File: src/rtl/module_sensor_luz_spi.sv
// SPI master (mode 3, 16-clock frame) for the 8-bit ambient-light ADC.
// Runs one conversion every SAMPLE_PERIOD cycles while enabled and strobes each result.
module module_sensor_luz_spi #(
  parameter int unsigned CLK_DIV       = 13,
  parameter int unsigned SAMPLE_PERIOD = 100000,
  parameter int unsigned FRAME_BITS    = 16
) (
  input  logic       clk_i,
  input  logic       rst_i,
  input  logic       en_clk_luz_i,
  input  logic       miso_i,
  output logic       sclk_o,
  output logic       cs_o,
  output logic [7:0] dato_luz_o,
  output logic       proccess_luz_o,
  output logic       busy_o
);

  localparam int unsigned TW = (SAMPLE_PERIOD > 2) ? $clog2(SAMPLE_PERIOD) : 1;
  localparam int unsigned DW = $clog2(CLK_DIV + 1);
  localparam int unsigned BW = $clog2(FRAME_BITS + 1);

  localparam logic [TW-1:0] TIMER_LAST = TW'(SAMPLE_PERIOD - 1);
  localparam logic [DW-1:0] DIV_LAST   = DW'(CLK_DIV - 1);
  localparam logic [BW-1:0] BITS_ALL   = BW'(FRAME_BITS);

  typedef enum logic [2:0] {
    S_IDLE,
    S_WAIT,
    S_CS_SETUP,
    S_SHIFT,
    S_CS_HOLD,
    S_DONE
  } state_t;

  state_t                state_q, state_d;
  logic [TW-1:0]         timer_q, timer_d;
  logic [DW-1:0]         div_q, div_d;
  logic [BW-1:0]         bits_q, bits_d;
  logic [FRAME_BITS-1:0] shreg_q, shreg_d;
  logic                  sclk_q, sclk_d;
  logic                  cs_q, cs_d;
  logic [7:0]            dato_q, dato_d;
  logic                  proc_q, proc_d;
  logic                  timer_expired;
  logic                  div_done;

  assign timer_expired = (timer_q == TIMER_LAST);
  assign div_done      = (div_q == DIV_LAST);

  always_ff @(posedge clk_i or negedge rst_i) begin
    if (!rst_i) begin
      state_q <= S_IDLE;
      timer_q <= '0;
      div_q   <= '0;
      bits_q  <= '0;
      shreg_q <= '0;
      sclk_q  <= 1'b1;
      cs_q    <= 1'b1;
      dato_q  <= '0;
      proc_q  <= 1'b0;
    end else begin
      state_q <= state_d;
      timer_q <= timer_d;
      div_q   <= div_d;
      bits_q  <= bits_d;
      shreg_q <= shreg_d;
      sclk_q  <= sclk_d;
      cs_q    <= cs_d;
      dato_q  <= dato_d;
      proc_q  <= proc_d;
    end
  end

  always_comb begin
    state_d = state_q;
    div_d   = div_q;
    bits_d  = bits_q;
    shreg_d = shreg_q;
    sclk_d  = sclk_q;
    cs_d    = cs_q;
    dato_d  = dato_q;
    proc_d  = 1'b0;

    unique case (state_q)
      S_IDLE: begin
        if (en_clk_luz_i) state_d = S_WAIT;
      end
      S_WAIT: begin
        if (!en_clk_luz_i) begin
          state_d = S_IDLE;
        end else if (timer_expired) begin
          state_d = S_CS_SETUP;
          cs_d    = 1'b0;
          div_d   = '0;
          bits_d  = '0;
          shreg_d = '0;
        end
      end
      S_CS_SETUP: begin
        if (div_done) begin
          state_d = S_SHIFT;
          div_d   = '0;
          sclk_d  = 1'b0;
        end else begin
          div_d = div_q + 1'b1;
        end
      end
      S_SHIFT: begin
        if (!div_done) begin
          div_d = div_q + 1'b1;
        end else begin
          div_d = '0;
          // Sample on the same edge that raises sclk_o; the last high phase runs full length.
          if (!sclk_q) begin
            sclk_d  = 1'b1;
            shreg_d = {shreg_q[FRAME_BITS-2:0], miso_i};
            bits_d  = bits_q + 1'b1;
          end else if (bits_q == BITS_ALL) begin
            state_d = S_CS_HOLD;
          end else begin
            sclk_d = 1'b0;
          end
        end
      end
      S_CS_HOLD: begin
        if (div_done) begin
          state_d = S_DONE;
          div_d   = '0;
          cs_d    = 1'b1;
        end else begin
          div_d = div_q + 1'b1;
        end
      end
      S_DONE: begin
        dato_d  = shreg_q[12:5];
        proc_d  = en_clk_luz_i;
        state_d = en_clk_luz_i ? S_WAIT : S_IDLE;
      end
      default: state_d = S_IDLE;
    endcase
  end

  // Timer free-runs through the frame so strobe spacing stays exactly SAMPLE_PERIOD.
  always_comb begin
    if (state_q == S_IDLE || state_d == S_IDLE || timer_expired) begin
      timer_d = '0;
    end else begin
      timer_d = timer_q + 1'b1;
    end
  end

  assign sclk_o         = sclk_q;
  assign cs_o           = cs_q;
  assign dato_luz_o     = dato_q;
  assign proccess_luz_o = proc_q;
  assign busy_o         = ~cs_q;

endmodule

File: config.mk
export PLATFORM = sky130hd
export DESIGN_NAME = module_sensor_luz_spi
export DESIGN_NICKNAME = d
export VERILOG_FILES = /design/src/rtl/module_sensor_luz_spi.sv
export SDC_FILE = /design/constraint.sdc
export NUM_CORES = 1
export LEC_CHECK = 0
export BUFFER_PORTS_ARGS = -buffer_cell sky130_fd_sc_hd__buf_2
export CELL_PAD_IN_SITES_DETAIL_PLACEMENT = 1
export CELL_PAD_IN_SITES_GLOBAL_PLACEMENT = 2
export CORE_ASPECT_RATIO = 0.6
export CORE_MARGIN = 5
export CORE_UTILIZATION = 37
export CTS_BUF_LIST = sky130_fd_sc_hd__clkbuf_8
export DETAILED_ROUTE_END_ITERATION = 8
export HOLD_SLACK_MARGIN = 0.05
export PLACE_DENSITY = 0.88
export SYNTH_ARGS = -nofsm -noshare
export SYNTH_HDL_FRONTEND = slang
export SYNTH_SLANG_ARGS = --single-unit
File: constraint.sdc
create_clock -name clk_i -period 1.8 [get_ports clk_i]
set_clock_uncertainty 0.1 [all_clocks]
set_input_delay 0.27 -clock clk_i [delete_from_list [all_inputs] [get_ports clk_i]]
set_output_delay 0.27 -clock clk_i [all_outputs]
set_load 0.005 [all_outputs]
# [After elaboration in Yosys (flattened, before gate mapping)]
# Index checks and enable logic that the tools add are counted.
[totals] regBits=53 out_inout_bits=12 wordCells=75
[op_classes] add_sub_neg=3 eq_ne=14 mux=35 n_bitwise=1 n_reduce_logical=13
[op_table] operator="$mux W13" n=4
[op_table] operator="$pmux W13 S2" n=1
[op_table] operator="$mux W3" n=8
[op_table] operator="$mux W5" n=4
[op_table] operator="$pmux W3 S6" n=1
[op_table] operator="$add A17 B1 Y17 const B" n=1
[op_table] operator="$eq A17 B17 Y1 const B" n=1
[op_table] operator="$mux W17" n=1
[op_table] operator="$mux W4" n=3
[op_table] operator="$ne A2 B2 Y1 const B" n=6
[op_table] operator="$pmux W5 S2" n=1
[op_table] operator="$mux W1" n=9
[op_table] operator="$pmux W4 S2" n=1
[op_table] operator="$reduce_bool A2 Y1" n=4
[op_table] operator="$eq A3 B2 Y1 const B" n=2
[op_table] operator="$eq A3 B3 Y1 const B" n=2
[op_table] operator="$logic_not A3 Y1" n=2
[op_table] operator="$reduce_and A3 Y1" n=2
[op_table] operator="$add A5 B1 Y5 const B" n=1
[op_table] operator="$eq A5 B5 Y1 const B" n=1
[op_table] operator="$reduce_and A5 Y1" n=1
[op_table] operator="$add A4 B1 Y4 const B" n=1
[op_table] operator="$eq A4 B4 Y1 const B" n=1
[op_table] operator="$pmux W1 S2" n=2
[op_table] operator="other kinds (5)" n=6

# [Longest topological paths before layout]
# Gate-level depths: netlist of run 1.
[depth] ltp_word=9 ltp_mapped=9 mapped_depth_nobuf=6

# [Worst setup path before layout of run 1]
# No wires, ideal clock.
[synth_path] path_kind="reg2reg" start="reg div_q[0]" end="reg bits_q[0]" setup_time_ps=76 t_arrival_ps=1574 setup_slack_ps=50 path_stages_with_launch=9 path_buffers=2 path_cell_list="dfrtp_1 -> inv_1 -> ha_1 -> and3_1 -> buf_2 -> nand4_1 -> clkbuf_1 -> nand2_1 -> o21ai_1"
[synth_between] elab_chain_cells=3
[synth_rtl] item="from (decl)" line_no="38" text="logic [DW-1:0] div_q, div_d;"
[synth_rtl] item="from (signal assigned)" line_no="65" text="div_q <= div_d;"
[synth_rtl] item="$eq A4 B4 Y1" line_no="49" text="assign div_done = (div_q == DIV_LAST);"
[synth_rtl] item="$ne A2 B2 Y1 (no line)"
[synth_rtl] item="$reduce_and A5 Y1 (no line)"
[synth_rtl] item="to (signal assigned)" line_no="66" text="bits_q <= bits_d;"
[synth_rtl] item="to (decl)" line_no="39" text="logic [BW-1:0] bits_q, bits_d;"
# Every way passes these cells.
# A chain may end at the register's enable or synchronous reset.

# [Final worst setup path of run 1]
[layout_path] start="reg timer_q[13]" end="reg shreg_q[5]"
[layout_between] elab_chain_cells=3
[layout_rtl] item="from (decl)" line_no="37" text="logic [TW-1:0] timer_q, timer_d;"
[layout_rtl] item="from (signal assigned)" line_no="64" text="timer_q <= timer_d;"
[layout_rtl] item="$eq A17 B17 Y1" line_no="48" text="assign timer_expired = (timer_q == TIMER_LAST);"
[layout_rtl] item="$ne A2 B2 Y1 (no line)"
[layout_rtl] item="$reduce_and A5 Y1 (no line)"
[layout_rtl] item="to (signal assigned)" line_no="67" text="shreg_q <= shreg_d;"
[layout_rtl] item="to (decl)" line_no="40" text="logic [FRAME_BITS-1:0] shreg_q, shreg_d;"
# Every way passes these cells.

==> metrics, run 1 <==
library cells used by synthesis 40; Sw Ratio 0.314; TritonCTS clock tree yes; sequential power share 0.574; area leader, netlist dfrtp_1; IO buf count 15; Synth Area in Compound Gates 0.0765; Chip Height 73.7 um; TNS Setup 0 ns; ANT nets after route 0; Slew Viols, Final 0; RePlAce Congestion 0.796; arrival time worst endpoint 1.88 ns; most frequent cells in the layout dfrtp_1 (50), nand2_1 (39), nor2_1 (23); initial drt markers 44; Post-DP HPWL 4090 um; num ports 16; die width 116 um; CP top delay family simple AND/OR/NAND/NOR gates; clock root cell clkbuf_8; Hold Violations, Final 0; clk sinks 53; Clk pwr share 0.242; Mapped Nets 257; post-synthesis adder-cell area fraction 0.0250; CP max stage delay 0.42 ns; Total Nets Final 297; Syn Inst Count 248; WP data required 1.91 ns; commonest non-fill, non-tap cell in the layout dfrtp_1; first-pass GRT wire length 9960 um; cell-internal power 1.92 mW; Crit Path Class reg2reg; latest clock arrival within the worst-skew pair 0.31 ns; #FFs+latches synth 53; RSZ-0062 raised after global routing true; Slew @ Worst Pin 0.308 ns; initial antenna violation count 0; Fill cells 767; CP Max Fanout 12; MaxCap Viol Count 0; Worst Path Buf+Inv 1; CTS Buffer Depth 2; # rows 23; vias in the first global route 1957; final wirelength 6150 um; synthesized cell area 2500 um^2; total CTS buffers 5; synthesized area per cell 10.1 um^2; layout cells sized above 1 0.246; clock slew at the register clock pins of the worst setup and hold paths 0.10 ns; FMAX 563 MHz; synth top area cells dfrtp_1 (51%), nand2_1 (5.8%), xor2_1 (5.6%), mux2_2 (3.6%), nor2_1 (3.4%); P&R area growth vs syn 20.3%; Layout Cells excl Fill 376; final worst path period share 0.987; GRT Util Overall 0.148; leakage 1.43 nW; share of the core filled with cells 0.455; YS warnings 0; crit path time final 1.78 ns; XOR/XNOR Fraction of Synth Area 0.0595; worst hold slack 0.0681 ns; critical path startpoint category flip-flop; initial core utilization 0.378; Synth top area share 0.510; largest family of logic cells by synthesized area simple AND/OR/NAND/NOR gates; post-placement cell count 360; Routed WL per cell 16.4 um; simple-gate share of the synthesized area 0.237; GR Overflow Total 0; Worst R2R Setup Slack 0.02 ns; relative slew slack 0.794; Pre-Repair DR Iteration Count 4; Worst Hold Class in2reg; CP max-delay cell dfrtp_1; CORE AREA 6620 um^2; outcome completed; Psw 0.879 mW; Power Density 930 nW/um^2; # diodes 0; largest net degree at the start of global routing 54; crit-path cells nor4b_4, nand4_1, nor3_4, buf_6, o21ai_1; VDD IR max 333 uV; combinational share of power 0.183; DR vias/cell 5.08; DRC errors left 0; Critical Path Sink Type flip-flop; CTS H-tree depth 2; Seq/Total Area, Yosys 0.531; DIE AREA 8570 um^2; via count 1910; final setup vio count 0; Tot Pwr 2.80 mW; multiplexer share of the synthesized area 0.0360
kinds of logic after synthesis:
group / count (synthesis)
adder cells (fa/ha/maj): 5
multiplexers: 8
XOR/XNOR: 17
AO/OA/AOI/OAI: 33
buffers and inverters: 18
flip-flops: 53
AND/OR/NAND/NOR: 114
worst paths after layout:
kind | start | end | depth (start not counted)
hold reg to reg | shreg_q[3] | shreg_q[4] | 2
max in group asynchronous | rst_i | sclk_o | 3
setup reg to reg | timer_q[13] | shreg_q[5] | 5
setup / recovery | timer_q[13] | shreg_q[5] | 5
hold / removal | miso_i | shreg_q[0] | 3
min in group asynchronous | rst_i | timer_q[4] | 3
area by class of cell:
class                      instances  area, um^2  area share
clock buffer                       5        68.8      0.0229
clock inverter                     3        17.5     0.00582
inverter                           8        30.0     0.00997
multi-input combinational        177        1140       0.379
sequential                        53        1330       0.442
tap                               87         109      0.0361
timing repair buffer              43         315       0.105
state kept, by name, summed over array words and instances (netlist names):
name / flops
state_q: 3
bits_q: 5
dato_luz_o: 8
proccess_luz_o: 1
sclk_o: 1
div_q: 4
cs_o: 1
shreg_q: 13
timer_q: 17
power groups by stage:
stage / Sequential [mW] / Clock (mW) / Combinational [mW]
2_1_floorplan: 1.56 / 0 / 0.324
3_3_place_gp: 1.60 / 0 / 0.439
3_5_place_dp: 1.62 / 0 / 0.472
4_1_cts: 1.60 / 0.698 / 0.476
5_1_grt: 1.64 / 0.758 / 0.600
6_report: 1.61 / 0.679 / 0.514
Yosys cell counts:
master	number
xnor2_1	1
mux2_2	8
nand3b_1	1
a21oi_1	3
or3_1	2
o22ai_2	1
nor3_4	1
nor3b_1	2
o2bb2ai_1	1
clkbuf_1	1
dfrtp_1	51
buf_2	5
and4_1	7
ha_1	5
a211oi_1	1
nand4_1	11
nor4b_1	1
nor2b_1	3
o31ai_1	1
nor2_1	23
xor2_1	16
nand2_1	39
or3b_1	1
nor3_1	2
and2_1	3
and3_1	4
nand3_2	1
nor4bb_1	2
and2b_1	1
buf_4	4
a21o_1	1
inv_1	8
o22ai_1	2
dfstp_2	2
o2111ai_1	1
nand3_1	9
o21ai_1	14
nand2b_1	1
o21ai_0	7
a31oi_1	1
metal layers:
layer	up-vias	track usage	part of all wire
li1	930	-	-
met1	960	0.221	0.53
met2	13	0.219	0.44
met3	7	0.0346	0.022
met4	0	0.0347	0.0086
met5	-	0	0
tightest hold or removal path, cell delays in order:
cell and delay, ns:
buf_2 0.08, nand2_1 0.04, o21ai_1 0.06
what timing repair did:
item,CTS,global route
hold buffers,1,0
gates resized for setup,3,21
gates cloned,0,2
endpoints found under the setup margin,20,23
endpoints found under the hold margin,51,0
setup buffers,1,4
pin swaps,1,3
through the flow:
stage	instance area, um^2	setup slack, ns
6_report	3010	0.0226
5_1_grt	3010	-0.0520
4_1_cts	2900	0.00725
3_5_place_dp	2790	-0.0262
3_3_place_gp	2790	0.0212
2_1_floorplan	2500	0.0500
Power figures use the tool's default switching activity.
==> run 2, diff against run 1 <==
--- a/config.mk
+++ b/config.mk
@@ -5,16 +5,17 @@
 export SDC_FILE = /design/constraint.sdc
 export NUM_CORES = 1
 export LEC_CHECK = 0
+export ABC_AREA = 1
 export BUFFER_PORTS_ARGS = -buffer_cell sky130_fd_sc_hd__buf_2
 export CELL_PAD_IN_SITES_DETAIL_PLACEMENT = 1
 export CELL_PAD_IN_SITES_GLOBAL_PLACEMENT = 2
 export CORE_ASPECT_RATIO = 0.6
 export CORE_MARGIN = 5
-export CORE_UTILIZATION = 37
+export CORE_UTILIZATION = 34
 export CTS_BUF_LIST = sky130_fd_sc_hd__clkbuf_8
 export DETAILED_ROUTE_END_ITERATION = 8
 export HOLD_SLACK_MARGIN = 0.05
-export PLACE_DENSITY = 0.88
+export PLACE_DENSITY_LB_ADDON = 0.1
 export SYNTH_ARGS = -nofsm -noshare
 export SYNTH_HDL_FRONTEND = slang
 export SYNTH_SLANG_ARGS = --single-unit
==> metrics, run 2 <==
area leader, netlist dfrtp_1 (unchanged); failing checks negative setup slack; initial antenna violation count 0 (unchanged); DRC errors left 0 (unchanged); most frequent cells in the layout nand2_1 (93), dfrtp_1 (50), nor2_1 (33) (was dfrtp_1 (50), nand2_1 (39), nor2_1 (23)); arrival time worst endpoint 1.95 ns (was 1.88 ns); area of the multi-input gates 1250 um^2 (was 1140 um^2); R2R Path End timer_q[0] (was shreg_q[5]); clk sinks 53 (unchanged); P&R area growth vs syn 26.4% (was 20.3%); critical path startpoint category flip-flop (unchanged); DIE AREA 9550 um^2 (was 8570 um^2); TNS Setup -0.00282 ns (was 0 ns); R2R depth 9 (was 5); Crit Path Class reg2reg (unchanged); relative slew slack 0.628 (was 0.794); source of the worst register-to-register timing path timer_q[0] (was timer_q[13]); CORE AREA 7360 um^2 (was 6620 um^2); Synth top area share 0.491 (was 0.510); ANT nets after route 0 (unchanged); initial drt markers 126 (was 44); GR Overflow Total 0 (unchanged); DR vias/cell 4.62 (was 5.08); Power Density 638 nW/um^2 (was 930 nW/um^2); commonest non-fill, non-tap cell in the layout nand2_1 (was dfrtp_1); final worst path period share 1.00 (was 0.987); CP max-delay cell dfrtp_1 (unchanged); final wirelength 7050 um (was 6150 um); Reg area 1330 um^2 (unchanged); # rows 24 (was 23); Mapped Nets 324 (was 257); most frequent cells after synthesis nand2_1 (95), dfrtp_1 (51), nor2_1 (40), nand3_1 (30), inv_1 (28) (was dfrtp_1 (51), nand2_1 (39), nor2_1 (23), xor2_1 (16), o21ai_1 (14)); post-route setup slack -0.00282 ns (was 0.0226 ns); TritonCTS clock tree yes (unchanged); synthesized cell area 2600 um^2 (was 2500 um^2); YS warnings 0 (unchanged); post-placement cell count 452 (was 360); Worst R2R Setup Slack -0.003 ns (was 0.02 ns); share of the core filled with cells 0.447 (was 0.455); num ports 16 (unchanged); latest clock arrival within the worst-skew pair 0.32 ns (was 0.31 ns); outcome finished with violations (was completed); most frequent cell after synthesis nand2_1 (was dfrtp_1); CP Max Fanout 8 (was 12); CP top delay family simple AND/OR/NAND/NOR gates (unchanged); Worst Path Buf+Inv 1 (unchanged); Slew @ Worst Pin 0.558 ns (was 0.308 ns); clock slew at the register clock pins of the worst setup and hold paths 0.10 ns (about the same); GRT Util Overall 0.154 (was 0.148); Post-synth ARST share 1.00 (unchanged); die width 123 um (was 116 um); leakage 1.70 nW (was 1.43 nW); Total Nets Final 374 (was 297); Hold Violations, Final 0 (unchanged); first-pass GRT wire length 11500 um (was 9960 um); #FFs+latches synth 53 (unchanged); # diodes 0 (unchanged); RePlAce Congestion 0.784 (was 0.796); CTS H-tree depth 2 (unchanged); hold path start miso_i (unchanged); total CTS buffers 5 (unchanged); final setup vio count 1 (was 0); IO buf count 15 (unchanged); Syn Inst Count 315 (was 248); vias in the first global route 2171 (was 1957); worst hold slack 0.0855 ns (was 0.0681 ns); initial core utilization 0.353 (was 0.378); Seq/Total Area, Yosys 0.511 (was 0.531); library cells used by synthesis 29 (was 40); CP max stage delay 0.37 ns (was 0.42 ns); WP data required 1.95 ns (was 1.91 ns); VDD IR max 386 uV (was 333 uV); layout cells sized above 1 0.238 (was 0.246); via count 2171 (was 1910); Chip Height 77.7 um (was 73.7 um); Fill cells 904 (was 767); pre-CTS setup slack -0.0474 ns (was -0.0262 ns); CTS Buffer Depth 2 (unchanged); Routed WL per cell 15.0 um (was 16.4 um); Critical Path Sink Type flip-flop (unchanged); synthesized area per cell 8.25 um^2 (was 10.1 um^2); Worst Hold Class in2reg (unchanged); most flop-heavy register timer_q (unchanged); Critical Path End timer_q[0] (was shreg_q[5]); clock root cell clkbuf_8 (unchanged); crit path time final 1.80 ns (was 1.78 ns); largest net degree at the start of global routing 24 (was 54); RSZ-0062 raised after global routing true (unchanged); Slew Viols, Final 0 (unchanged); Post-synth EDFFs 0 (unchanged); Pre-Repair DR Iteration Count 4 (unchanged); max reg flops 17 (unchanged); FMAX 555 MHz (was 563 MHz); MaxCap Viol Count 0 (unchanged); synth top area cells dfrtp_1 (49%), nand2_1 (14%), nand3_1 (5.8%), nor2_1 (5.8%), xor2_1 (4.7%) (was dfrtp_1 (51%), nand2_1 (5.8%), xor2_1 (5.6%), mux2_2 (3.6%), nor2_1 (3.4%)); Crit path depth 9 (was 5); Post-DP HPWL 5060 um (was 4090 um); Layout Cells excl Fill 470 (was 376); crit-path cells ha_1, nand4_1, nor2_2, nand3_1, nand2_1, inv_1, nand3_4, nand2_8, nor2_1 (was nor4b_4, nand4_1, nor3_4, buf_6, o21ai_1); Critical path origin timer_q[0] (was timer_q[13]); prevailing post-synth register cell dfrtp_1 (unchanged)
## run 2: cell types whose count changed after synthesis, sizes merged, moves of 8 or more
cell,delta
inv,+22
mux2,-8
nand2,+59
nand3,+22
nor2,+19
o21ai,-12
## run 2: per-layer routing
metal	vias to the layer above	share of wire	routed length (um)	global-route usage
li1	1101	-	-	-
met1	1025	0.57	3990	0.254
met2	36	0.38	2690	0.192
met3	9	0.041	291	0.0400
met4	0	0.012	82	0.0402
met5	-	0	0	0
## run 2: worst min-delay path by stage
stage | end | depth (start not counted)
6_report | shreg_q[0] | 3
5_1_grt | shreg_q[0] | 3
4_1_cts | shreg_q[0] | 3
3_5_place_dp | timer_q[6] | 1
3_3_place_gp | timer_q[7] | 1
2_1_floorplan | bits_q[0] | 0
## run 2: per-stage QoR
stage	instance area, um^2	power [mW]
finish	3290	2.10
floorplan	2600	1.22
global route	3290	2.21
global placement	2980	1.26
CTS	3140	2.14
detailed placement	2980	1.26
## run 2: cell families after synthesis
family          count (synthesis)  synth area share
simple gates                  191             0.324
flops                          53             0.511
buf+inv                        35            0.0544
xor+xnor                       17            0.0573
compound gates                 14            0.0289
fa+ha+maj                       5            0.0241
## run 2: final cells by class
type | count | share of cell area
multi-input cells | 229 | 0.381
repair buffers | 45 | 0.104
well taps | 104 | 0.0396
clock buffers | 6 | 0.0251
clock inverters | 2 | 0.0103
inverters | 31 | 0.0354
flip-flops and latches | 53 | 0.405
## run 2: timing repair
item | CTS | global route
resized for setup | 7 | 20
endpoints found under the hold margin | 21 | 0
hold buffers | 1 | 0
cloned | 0 | 2
setup buffers | 1 | 6
setup endpoints to repair | 27 | 36
pin swaps | 2 | 9
## run 2: tightest hold or removal path: stages
cell and delay [ns]:
buf_2 0.08, nand3_1 0.06, nand2_1 0.05
## run 2: where the power goes
group	leakage (nW)	switching (mW)	internal, mW
registers	0.693	0.00111	1.19
clock network	0.0626	0.413	0.449
logic	0.940	0.0297	0.0107
total	1.70	0.444	1.65
